==> src/rtl/uart_matrix_loader.sv <==
// Frame parser for UART byte streams.
// Waits for a sync byte, then loads two NxN byte matrices (A then B, row-major).
// A trailing XOR checksum byte validates the frame. A good frame is held until
// the consumer acknowledges it. Checksum errors and inter-byte stalls are
// reported with a one-cycle frame_err pulse.
module uart_matrix_loader #(
    parameter int unsigned N              = 2,
    parameter logic [7:0]  SYNC_BYTE      = 8'hA5,
    parameter int unsigned TIMEOUT_CYCLES = 50000000
) (
    input  logic               clk,
    input  logic               rst,
    input  logic [7:0]         rx_data,
    input  logic               rx_valid,
    input  logic               mat_ack,
    output logic [8*N*N-1:0]   mat_a,
    output logic [8*N*N-1:0]   mat_b,
    output logic               mat_valid,
    output logic               frame_err,
    output logic               overrun
);

    localparam int unsigned Elems = N * N;
    localparam int unsigned IdxW  = (Elems > 1) ? $clog2(Elems) : 1;
    localparam logic [IdxW-1:0] IdxLast = IdxW'(Elems - 1);
    localparam logic [31:0] TmoLast = TIMEOUT_CYCLES - 1;

    typedef enum logic [2:0] {StIdle, StLoadA, StLoadB, StCsum, StHold} state_e;

    state_e             state_q;
    logic [IdxW-1:0]    idx_q;
    logic [7:0]         acc_q;
    logic [31:0]        tmo_q;
    logic [8*Elems-1:0] mat_a_q;
    logic [8*Elems-1:0] mat_b_q;
    logic               mat_valid_q;
    logic               frame_err_q;
    logic               overrun_q;
    logic               tmo_hit;

    // The counter value this cycle would become the limit: give up on the frame.
    assign tmo_hit = ((tmo_q + 32'd1) == TmoLast);

    // Frame FSM with registered outputs, matrix storage and the inter-byte timer.
    always_ff @(posedge clk or negedge rst) begin
        if (!rst) begin
            state_q     <= StIdle;
            idx_q       <= '0;
            acc_q       <= '0;
            tmo_q       <= '0;
            mat_a_q     <= '0;
            mat_b_q     <= '0;
            mat_valid_q <= 1'b0;
            frame_err_q <= 1'b0;
            overrun_q   <= 1'b0;
        end else begin
            frame_err_q <= 1'b0;
            overrun_q   <= 1'b0;
            case (state_q)
                StIdle: begin
                    tmo_q <= '0;
                    if (rx_valid && (rx_data == SYNC_BYTE)) begin
                        state_q <= StLoadA;
                        idx_q   <= '0;
                        acc_q   <= '0;
                    end
                end
                StLoadA, StLoadB: begin
                    if (rx_valid) begin
                        tmo_q <= '0;
                        acc_q <= acc_q ^ rx_data;
                        for (int i = 0; i < Elems; i++) begin
                            if (idx_q == IdxW'(i)) begin
                                if (state_q == StLoadA) begin
                                    mat_a_q[8*i +: 8] <= rx_data;
                                end else begin
                                    mat_b_q[8*i +: 8] <= rx_data;
                                end
                            end
                        end
                        if (idx_q == IdxLast) begin
                            idx_q   <= '0;
                            state_q <= (state_q == StLoadA) ? StLoadB : StCsum;
                        end else begin
                            idx_q <= idx_q + 1'b1;
                        end
                    end else if (tmo_hit) begin
                        tmo_q       <= '0;
                        frame_err_q <= 1'b1;
                        state_q     <= StIdle;
                    end else begin
                        tmo_q <= tmo_q + 32'd1;
                    end
                end
                StCsum: begin
                    if (rx_valid) begin
                        tmo_q <= '0;
                        if (rx_data == acc_q) begin
                            state_q     <= StHold;
                            mat_valid_q <= 1'b1;
                        end else begin
                            frame_err_q <= 1'b1;
                            state_q     <= StIdle;
                        end
                    end else if (tmo_hit) begin
                        tmo_q       <= '0;
                        frame_err_q <= 1'b1;
                        state_q     <= StIdle;
                    end else begin
                        tmo_q <= tmo_q + 32'd1;
                    end
                end
                StHold: begin
                    tmo_q <= '0;
                    // Matrices are frozen here; any incoming byte is lost.
                    if (rx_valid) begin
                        overrun_q <= 1'b1;
                    end
                    if (mat_ack) begin
                        mat_valid_q <= 1'b0;
                        state_q     <= StIdle;
                    end
                end
                default: begin
                    state_q     <= StIdle;
                    mat_valid_q <= 1'b0;
                end
            endcase
        end
    end

    assign mat_a     = mat_a_q;
    assign mat_b     = mat_b_q;
    assign mat_valid = mat_valid_q;
    assign frame_err = frame_err_q;
    assign overrun   = overrun_q;

endmodule

==> config.mk <==
export PLATFORM = sky130hd
export DESIGN_NAME = uart_matrix_loader
export DESIGN_NICKNAME = d
export VERILOG_FILES = /design/src/rtl/uart_matrix_loader.sv
export SDC_FILE = /design/constraint.sdc
export NUM_CORES = 1
export LEC_CHECK = 0
export ABC_AREA = 1
export BUFFER_PORTS_ARGS = -buffer_cell sky130_fd_sc_hd__buf_2
export CORE_UTILIZATION = 30
export DETAILED_ROUTE_END_ITERATION = 7
export GPL_TIMING_DRIVEN = 1
export SKIP_CTS_REPAIR_TIMING = 1
export SKIP_LAST_GASP = 1
export SYNTH_ARGS = -nofsm -noshare
export SYNTH_HDL_FRONTEND = slang
export SYNTH_SLANG_ARGS = --single-unit
export TNS_END_PERCENT = 50
==> constraint.sdc <==
create_clock -name clk -period 2.35 [get_ports clk]
set_input_delay 0.235 -clock clk [delete_from_list [all_inputs] [get_ports clk]]
set_output_delay 0.235 -clock clk [all_outputs]
set_load 0.01 [all_outputs]
After elaboration in Yosys (flattened, before gate mapping)
Cells that the tools add are included.

Add/subtract/negate cells: 2. Multiply operators: 0. Divide/modulo/power cells: 0. Order comparisons: 0. Equality and inequality tests: 16. Shifts and indexed selects: 0. Mux-type cells: 30. Bitwise gates (word level): 3. Reductions and logical operators: 20.

Operator list (count): $mux W32 (2); $pmux W32 S2 (1); $reduce_and A4 Y1 (9); $add A32 B1 Y32 const B (1); $eq A32 B26 Y1 const B (1); $mux W3 (7); $mux W8 (2); $pmux W8 S2 (1); $pmux W3 S4 (1); $mux W1 (10); $ne A2 B2 Y1 const B (5); $eq A8 B8 Y1 (1); $eq A8 B8 Y1 const B (1); $xor A8 B8 Y8 (1); $eq A3 B2 Y1 const B (2); $mux W2 (3); $reduce_and A3 Y1 (2); $reduce_or A3 Y1 (2); $eq A2 B2 Y1 const B (2); $pmux W2 S2 (1); $reduce_bool A2 Y1 (2); $reduce_or A2 Y1 (2); $eq A3 B1 Y1 const B (1); $eq A3 B3 Y1 const B (1); 9 further kinds (10).

Register bits after elaboration: 112. Latch bits: 0. Bits in writable memories: 0. Memory bits (read-only): 0. Input bits: 12. Output and inout bits: 67. Logic and storage cells: 86. Memories kept: 0.

Longest topological paths before layout
Gate-level depths: netlist of run 1.

Depth in word-level cells: 5. Mapped depth: 17.

Worst setup path before layout of run 1
Ideal clock, no wire load.

Kind: reg2reg. Start: register tmo_q[1]. End: register tmo_q[19]. Arrival time: 1.886 ns. Setup slack: 0.322 ns. Stages on the path, launching flop included: 17. Path buffers: 2. Clock period less this slack: 2.028 ns. Cells stage by stage: dfrtp_1 -> ha_1 -> nand2_1 -> nor2_2 -> buf_6 -> nand2_4 -> nor2_4 -> nand2_1 -> nand2_1 -> nand2_1 -> nor2_1 -> nand2_1 -> nor2_4 -> nand3_4 -> nand2_4 -> buf_12 -> o22ai_1.

Cells in the longest elaborated chain, start to end: 5.

Ends and longest elaborated chain: start, declared (RTL line 33) `logic [31:0] tmo_q;`; start signal, assigned (RTL line 92) `tmo_q <= tmo_q + 32'd1;`; start signal, assigned (RTL line 110) `tmo_q <= tmo_q + 32'd1;`; $add A32 B1 Y32 * (RTL line 42, 92, 110); $eq A32 B26 Y1 (RTL line 42) `assign tmo_hit = ((tmo_q + 32'd1) == TmoLast);`; $mux W32 * (RTL line 87, 105); $mux W32 * (RTL line 96) `if (rx_valid) begin`; $pmux W32 S2 * (RTL line 59) `case (state_q)`.

Every way passes the cells marked *; elsewhere a longest branch is shown, timed or not. A chain may end at the register's enable or synchronous reset.

Worst setup path after layout of run 1
Start: register tmo_q[1]. End: register tmo_q[4].

Same word-level chain as after synthesis.

==> results.toml, run 1 <==
[status]
run_status = "completed"

[global_route]
grt_overflow_total = 0
antenna_found_initial = 0
grt_max_degree = 38
grt_pass1_vias = 4823
grtUsageTotal_pct = 16.7
grt_pass1_wl_mm = 25.2

[timing]
fin_skew_ns = 0.0145
fmax_ghz = 0.443
report.final.slew_viol_count = 0
tightestPinTransition_ns = 1.09
rsz0062_at_grt = "true"
setup_viol = 0
fin_crit_ns = 2.26
hold_violations = 0
fin_ws_ns = 0.0947
slew_headroom_pct = 27.2
fin_tns_setup_ns = 0
min_period_over_period_pct = 96.0

[worst_setup_path]
worstRegToRegCells = 15
regToRegEndpoint = "tmo_q[4]$_DFFE_PN0P_"
r2r_start = "tmo_q[1]$_DFFE_PN0P_"
critPathKind = "flop to flop"
cp_data_required_time_ns = 2.58
cp-end-kind = "flop"
crit_fanout = 8
start_kind = "flop"
r2r_setup_slack_ns = 0.09
cp_data_arrival_time_ns = 2.49

[logic_synthesis]
ys_types = 37
synth_seq_cells = 112
yosys_warnings = 0
synth_cells = 689
synthArstFlopShare_pct = 100
yosysSeqAreaShare_pct = 49.8
synth.cell_area_sq_um = 5630
syn_nets = 707
syn_area_per_cell_sq_um = 8.17
ys_dominant_reg_cell = "dfrtp_1"
synth_edf_count = 0

[routing]
wl_met2_mm = 7.01
route.met3.wl_mm = 1.06
drtPass1Iterations = 5
wl_per_cell_um = 14.9
via_per_inst = 4.75
drc = 0
dr_total_vias = 4869
routed_wl_mm = 15.2
dr.max_layer_used = "met4"
wl_met1_mm = 6.89
drt_iter0_drc = 304
ant_nets = 0

[power]
leakage_nw = 3.05
p_per_area_nw_per_um2 = 1010
vdd_ir_drop_max_v = 0.000610

[place]
placed_area_sq_um = 6360
portBuffers = 78
placedCellCount = 999
hpwlAfterDp_mm = 10.8
gp_congestion = 0.897
place_ws_ns = -0.00367

[cells_and_area]
antenna_cells = 0
fin_area_sq_um = 6870
drive_above_1_share_pct = 22.8
syn_to_final_growth_pct = 22.0
final_cell_mix = "nand2_1, dfrtp_1, buf_2, inv_1, nor2_1"
nNetsFinal = 808
stdcell_count = 1024
final_common_cell = "nand2_1"
nFillCells = 1876

[run]
cap_violations = 0

[clocking]
clk_path_buf_depth = 2
cts_tree = "done"
htreeDepth = 3
cts_root_buffer = "clkbuf_16"
clock_sinks = 112
clk_latency_ns = 0.36
cts_buffers = 9
cts.clk_slew.worst_paths_ns = 0.07

[worst_hold_path]
holdPathStages = 4
hold_end = "acc_q[0]$_DFFE_PN0P_"
hold_class = "input port to flop"
hold_start = "rx_data[0]"

[floorplanning]
die_area_sq_um = 19300
initial_utilization_pct = 31.0
dieHeight_um = 139
ios = 79
die_w_um = 139
core_area_sq_um = 18100
num_rows = 49
cell families after synthesis:
kind of cell	Yosys count	synth area share (%)
DFF	112	49.8
adders and majority gates	6	1.33
buffers and inverters	79	5.69
xor gates and xnor gates	10	1.56
and+or+nand+nor	362	27.5
AOI/OAI and AO/OA	120	14.1
worst max-delay path: stages, from the launching register on:
cell and delay, ns:
dfrtp_1 0.41, ha_2 0.21, nand2_2 0.07, nor2_4 0.14, buf_6 0.15, nand2_4 0.07
nand2_2 0.06, nand2_1 0.06, nor2_1 0.08, nand2_1 0.10, nor2_2 0.13, nand2_1 0.08
nor2_2 0.12, nand3_4 0.19, nand2_8 0.18, o22ai_1 0.08
area by class of cell:
| cell class | count | area (sq um) | share of cell area (%) |
|---|---|---|---|
| inverter | 64 | 243 | 3.53 |
| clock inverter | 7 | 86.3 | 1.26 |
| tap | 229 | 287 | 4.17 |
| sequential | 112 | 2800 | 40.8 |
| timing repair buffer | 104 | 592 | 8.62 |
| multi-input combinational | 499 | 2630 | 38.3 |
| clock buffer | 9 | 225 | 3.28 |
registers in the layout (all words and copies together), names as in the netlist:
register   flops
tmo_q         32
state_q        3
mat_b         32
mat_valid      1
acc_q          8
overrun        1
mat_a         32
frame_err      1
idx_q          2
how the worst max path moves through the flow:
| stage | start | endpoint | slack, ns | cells past startpoint |
|---|---|---|---|---|
| 3_3_place_gp | tmo_q[7]$_DFFE_PN0P_ | tmo_q[1]$_DFFE_PN0P_ | 0.008 | 13 |
| 3_5_place_dp | tmo_q[7]$_DFFE_PN0P_ | tmo_q[5]$_DFFE_PN0P_ | -0.004 | 13 |
| 5_1_grt | tmo_q[7]$_DFFE_PN0P_ | tmo_q[4]$_DFFE_PN0P_ | -0.06 | 13 |
| 4_1_cts | tmo_q[8]$_DFFE_PN0P_ | tmo_q[0]$_DFFE_PN0P_ | -0.02 | 13 |
| 6_report | tmo_q[1]$_DFFE_PN0P_ | tmo_q[4]$_DFFE_PN0P_ | 0.09 | 15 |
| 2_1_floorplan | tmo_q[1]$_DFFE_PN0P_ | tmo_q[19]$_DFFE_PN0P_ | 0.32 | 16 |
metrics by stage:
step	hold slack, ns	total power, mW	utilization [%]
2_1_floorplan	-0.0606	4.35	-
5_1_grt	0.224	7.46	37.8
3_3_place_gp	0.251	5.30	35.1
3_5_place_dp	0.243	5.32	35.1
4_1_cts	-0.145	6.99	36.8
6_report	0.207	6.96	37.8
power breakdown:
group | total [mW] | leakage, nW | internal (mW) | switching (mW)
clock | 1.60 | 0.154 | 0.848 | 0.756
combinational | 2.47 | 1.44 | 0.968 | 1.50
sequential | 2.89 | 1.45 | 2.52 | 0.364
total | 6.96 | 3.05 | 4.34 | 2.62
cell usage after synthesis, types with 2 or more instances:
library cell	n	share of area [%]
nand2_1	226	15
dfrtp_1	112	50
nor2_1	64	4.3
inv_1	57	3.8
o21ai_0	52	4.6
nand3_1	36	3.2
o21a_1	32	4.3
clkbuf_1	12	0.80
o22ai_2	9	2.0
o31ai_1	9	1.2
o22ai_1	8	0.89
nand4_1	7	0.78
nor2_2	7	0.78
xnor2_1	7	1.1
ha_1	6	1.3
nor2_4	6	1.2
inv_2	5	0.33
a21oi_1	4	0.36
nor3_1	4	0.36
nand2_2	3	0.33
nand2_4	3	0.60
xor2_1	3	0.47
clkinv_1	2	0.13
nor4_1	2	0.22
per-layer routing:
| metal | vias up | track usage [%] |
|---|---|---|
| li1 | 2441 | - |
| met1 | 2274 | 21.4 |
| met2 | 134 | 26.8 |
| met3 | 20 | 5.08 |
| met4 | 0 | 5.03 |
| met5 | - | 0 |
Power figures use the tool's default switching activity.
==> run 2, diff against run 1 <==
--- a/config.mk
+++ b/config.mk
@@ -7,9 +7,11 @@
 export LEC_CHECK = 0
 export ABC_AREA = 1
 export BUFFER_PORTS_ARGS = -buffer_cell sky130_fd_sc_hd__buf_2
-export CORE_UTILIZATION = 30
+export CORE_UTILIZATION = 55
+export CTS_BUF_LIST = sky130_fd_sc_hd__clkbuf_8
 export DETAILED_ROUTE_END_ITERATION = 7
 export GPL_TIMING_DRIVEN = 1
+export PLACE_DENSITY = 0.77
 export SKIP_CTS_REPAIR_TIMING = 1
 export SKIP_LAST_GASP = 1
 export SYNTH_ARGS = -nofsm -noshare
==> results.toml, run 2 (synthesized netlist as in run 1, its figures left out) <==
[cells_and_area]
seqCellArea_sq_um = 2800
nFillCells = 806
nNetsFinal = 805
syn_to_final_growth_pct = 17.5
final_common_cell = "nand2_1"
antenna_cells = 0
multi_input_area_sq_um = 2620
drive_above_1_share_pct = 21.3
final_cell_mix = "nand2_1, dfrtp_1, buf_2, nor2_1, inv_1"

[timing]
report.final.slew_viol_count = 0
fmax_ghz = 0.447
hold_violations = 0
setup_viol = 0
slew_headroom_pct = 64.1
fin_skew_ns = 0.0130
rsz0062_at_grt = "true"
fin_crit_ns = 2.24
min_period_over_period_pct = 95.1
tightestPinTransition_ns = 0.537
hold_slack_ns = 0.169

[clocking]
htreeDepth = 3
cts_buffers = 9
clk_path_buf_depth = 2
clk_latency_ns = 0.40
clock_sinks = 112
cts.clk_slew.worst_paths_ns = 0.11
cts_root_buffer = "clkbuf_8"
cts_tree = "done"

[floorplanning]
num_rows = 36
dieHeight_um = 103
die_w_um = 103
core_area_sq_um = 9860
ios = 79
die_area_sq_um = 10600
initial_utilization_pct = 57.1

[global_route]
grtUsageTotal_pct = 29.8
grt_pass1_vias = 5006
grt_overflow_total = 0
grt_pass1_wl_mm = 23.8
antenna_found_initial = 0
grt_max_degree = 61

[worst_setup_path]
cp_data_required_time_ns = 2.63
cp-end-kind = "flop"
critPathKind = "flop to flop"
start_kind = "flop"
cp_top_family = "simple AND/OR/NAND/NOR gates"
path_cells = "ha_4 > buf_4 > xor2_1 > nand3_1 > nor2_1 > nand2_1 > nor2_1 > nand2_1 > nor2_2 > nand3_4 > nand2_8 > o22ai_1"
cpPeakStageDelay_ns = 0.44
cp_slowest_cell = "dfrtp_1"
cp_data_arrival_time_ns = 2.51
worst-path-buf-inv = 1
crit_fanout = 16

[place]
portBuffers = 78
gp_congestion = 0.933
hpwlAfterDp_mm = 10.3

[routing]
drc = 0
wl_per_cell_um = 15.7
drtPass1Iterations = 5
dr_total_vias = 5032
ant_nets = 0
routed_wl_mm = 14.5
drt_iter0_drc = 203
via_per_inst = 5.44

[worst_hold_path]
hold_class = "input port to flop"

[power]
leakage_nw = 3.01
p_per_area_nw_per_um2 = 986
fin_total_pwr_mw = 6.52
vdd_ir_drop_max_v = 0.000782

[status]
run_status = "completed"

[run]
cap_violations = 0
## run 2: changes by cell type in the layout (fill, tap and decap cells not counted), sizes merged
cell and change:
nand2 -1, clkinv -2, buf -2, inv +2, bufinv -1, clkbuf +1
## run 2: per-layer routing
layer / track usage, % / routed length, um / vias up
li1: - / - / 2429
met1: 36.4 / 5950 / 2390
met2: 50.2 / 6990 / 173
met3: 8.75 / 1070 / 40
met4: 11.6 / 487 / 0
met5: 0 / 0 / -
## run 2: cell type report
| class | instances | share of cell area [%] |
|---|---|---|
| Timing Repair Buffer | 102 | 9.02 |
| Multi-Input combinational cell | 498 | 39.5 |
| Clock inverter | 6 | 0.813 |
| Clock buffer | 10 | 2.08 |
| Sequential cell | 112 | 42.4 |
| Inverter | 64 | 3.63 |
| Tap cell | 133 | 2.52 |
## run 2: path summary, 6_finish.rpt
check                           slack (ns)  cells past startpoint             startpoint                    end
worst max-delay path                  0.11                     12   tmo_q[1]$_DFFE_PN0P_  tmo_q[19]$_DFFE_PN0P_
worst min-delay path                  0.17                      4             rx_data[0]   acc_q[0]$_DFFE_PN0P_
worst max register to register        0.11                     12   tmo_q[1]$_DFFE_PN0P_  tmo_q[19]$_DFFE_PN0P_
worst min register to register        0.49                      2  mat_b[19]$_DFFE_PN0P_  mat_b[19]$_DFFE_PN0P_
max in group asynchronous             1.34                      3                    rst   mat_b[1]$_DFFE_PN0P_
min in group asynchronous             0.33                      2                    rst   tmo_q[3]$_DFFE_PN0P_
## run 2: power by group
group	total [mW]	leakage (nW)	internal, mW	switching (mW)
sequential	2.88	1.45	2.52	0.363
combinational	2.47	1.45	0.974	1.50
clock	1.17	0.102	0.441	0.734
total	6.52	3.01	3.93	2.59
## run 2: through the flow
| stage | instance area (sq um) | worst slack, ns | std cells | TNS (ns) | utilization, % |
|---|---|---|---|---|---|
| 2_1_floorplan | 5630 | 0.322 | 689 | 0 | - |
| 3_3_place_gp | 6230 | 0.0679 | 899 | 0 | 63.1 |
| 3_5_place_dp | 6230 | 0.0165 | 899 | 0 | 63.1 |
| 4_1_cts | 6420 | -0.0116 | 915 | -0.0116 | 65.1 |
| 5_1_grt | 6620 | -0.0510 | 925 | -0.543 | 67.1 |
| 6_report | 6620 | 0.114 | 925 | 0 | 67.1 |
## run 2: tightest hold or removal path, stage by stage
cell	delay, ns
buf_2	0.10
xor2_1	0.06
inv_1	0.07
o31ai_1	0.07
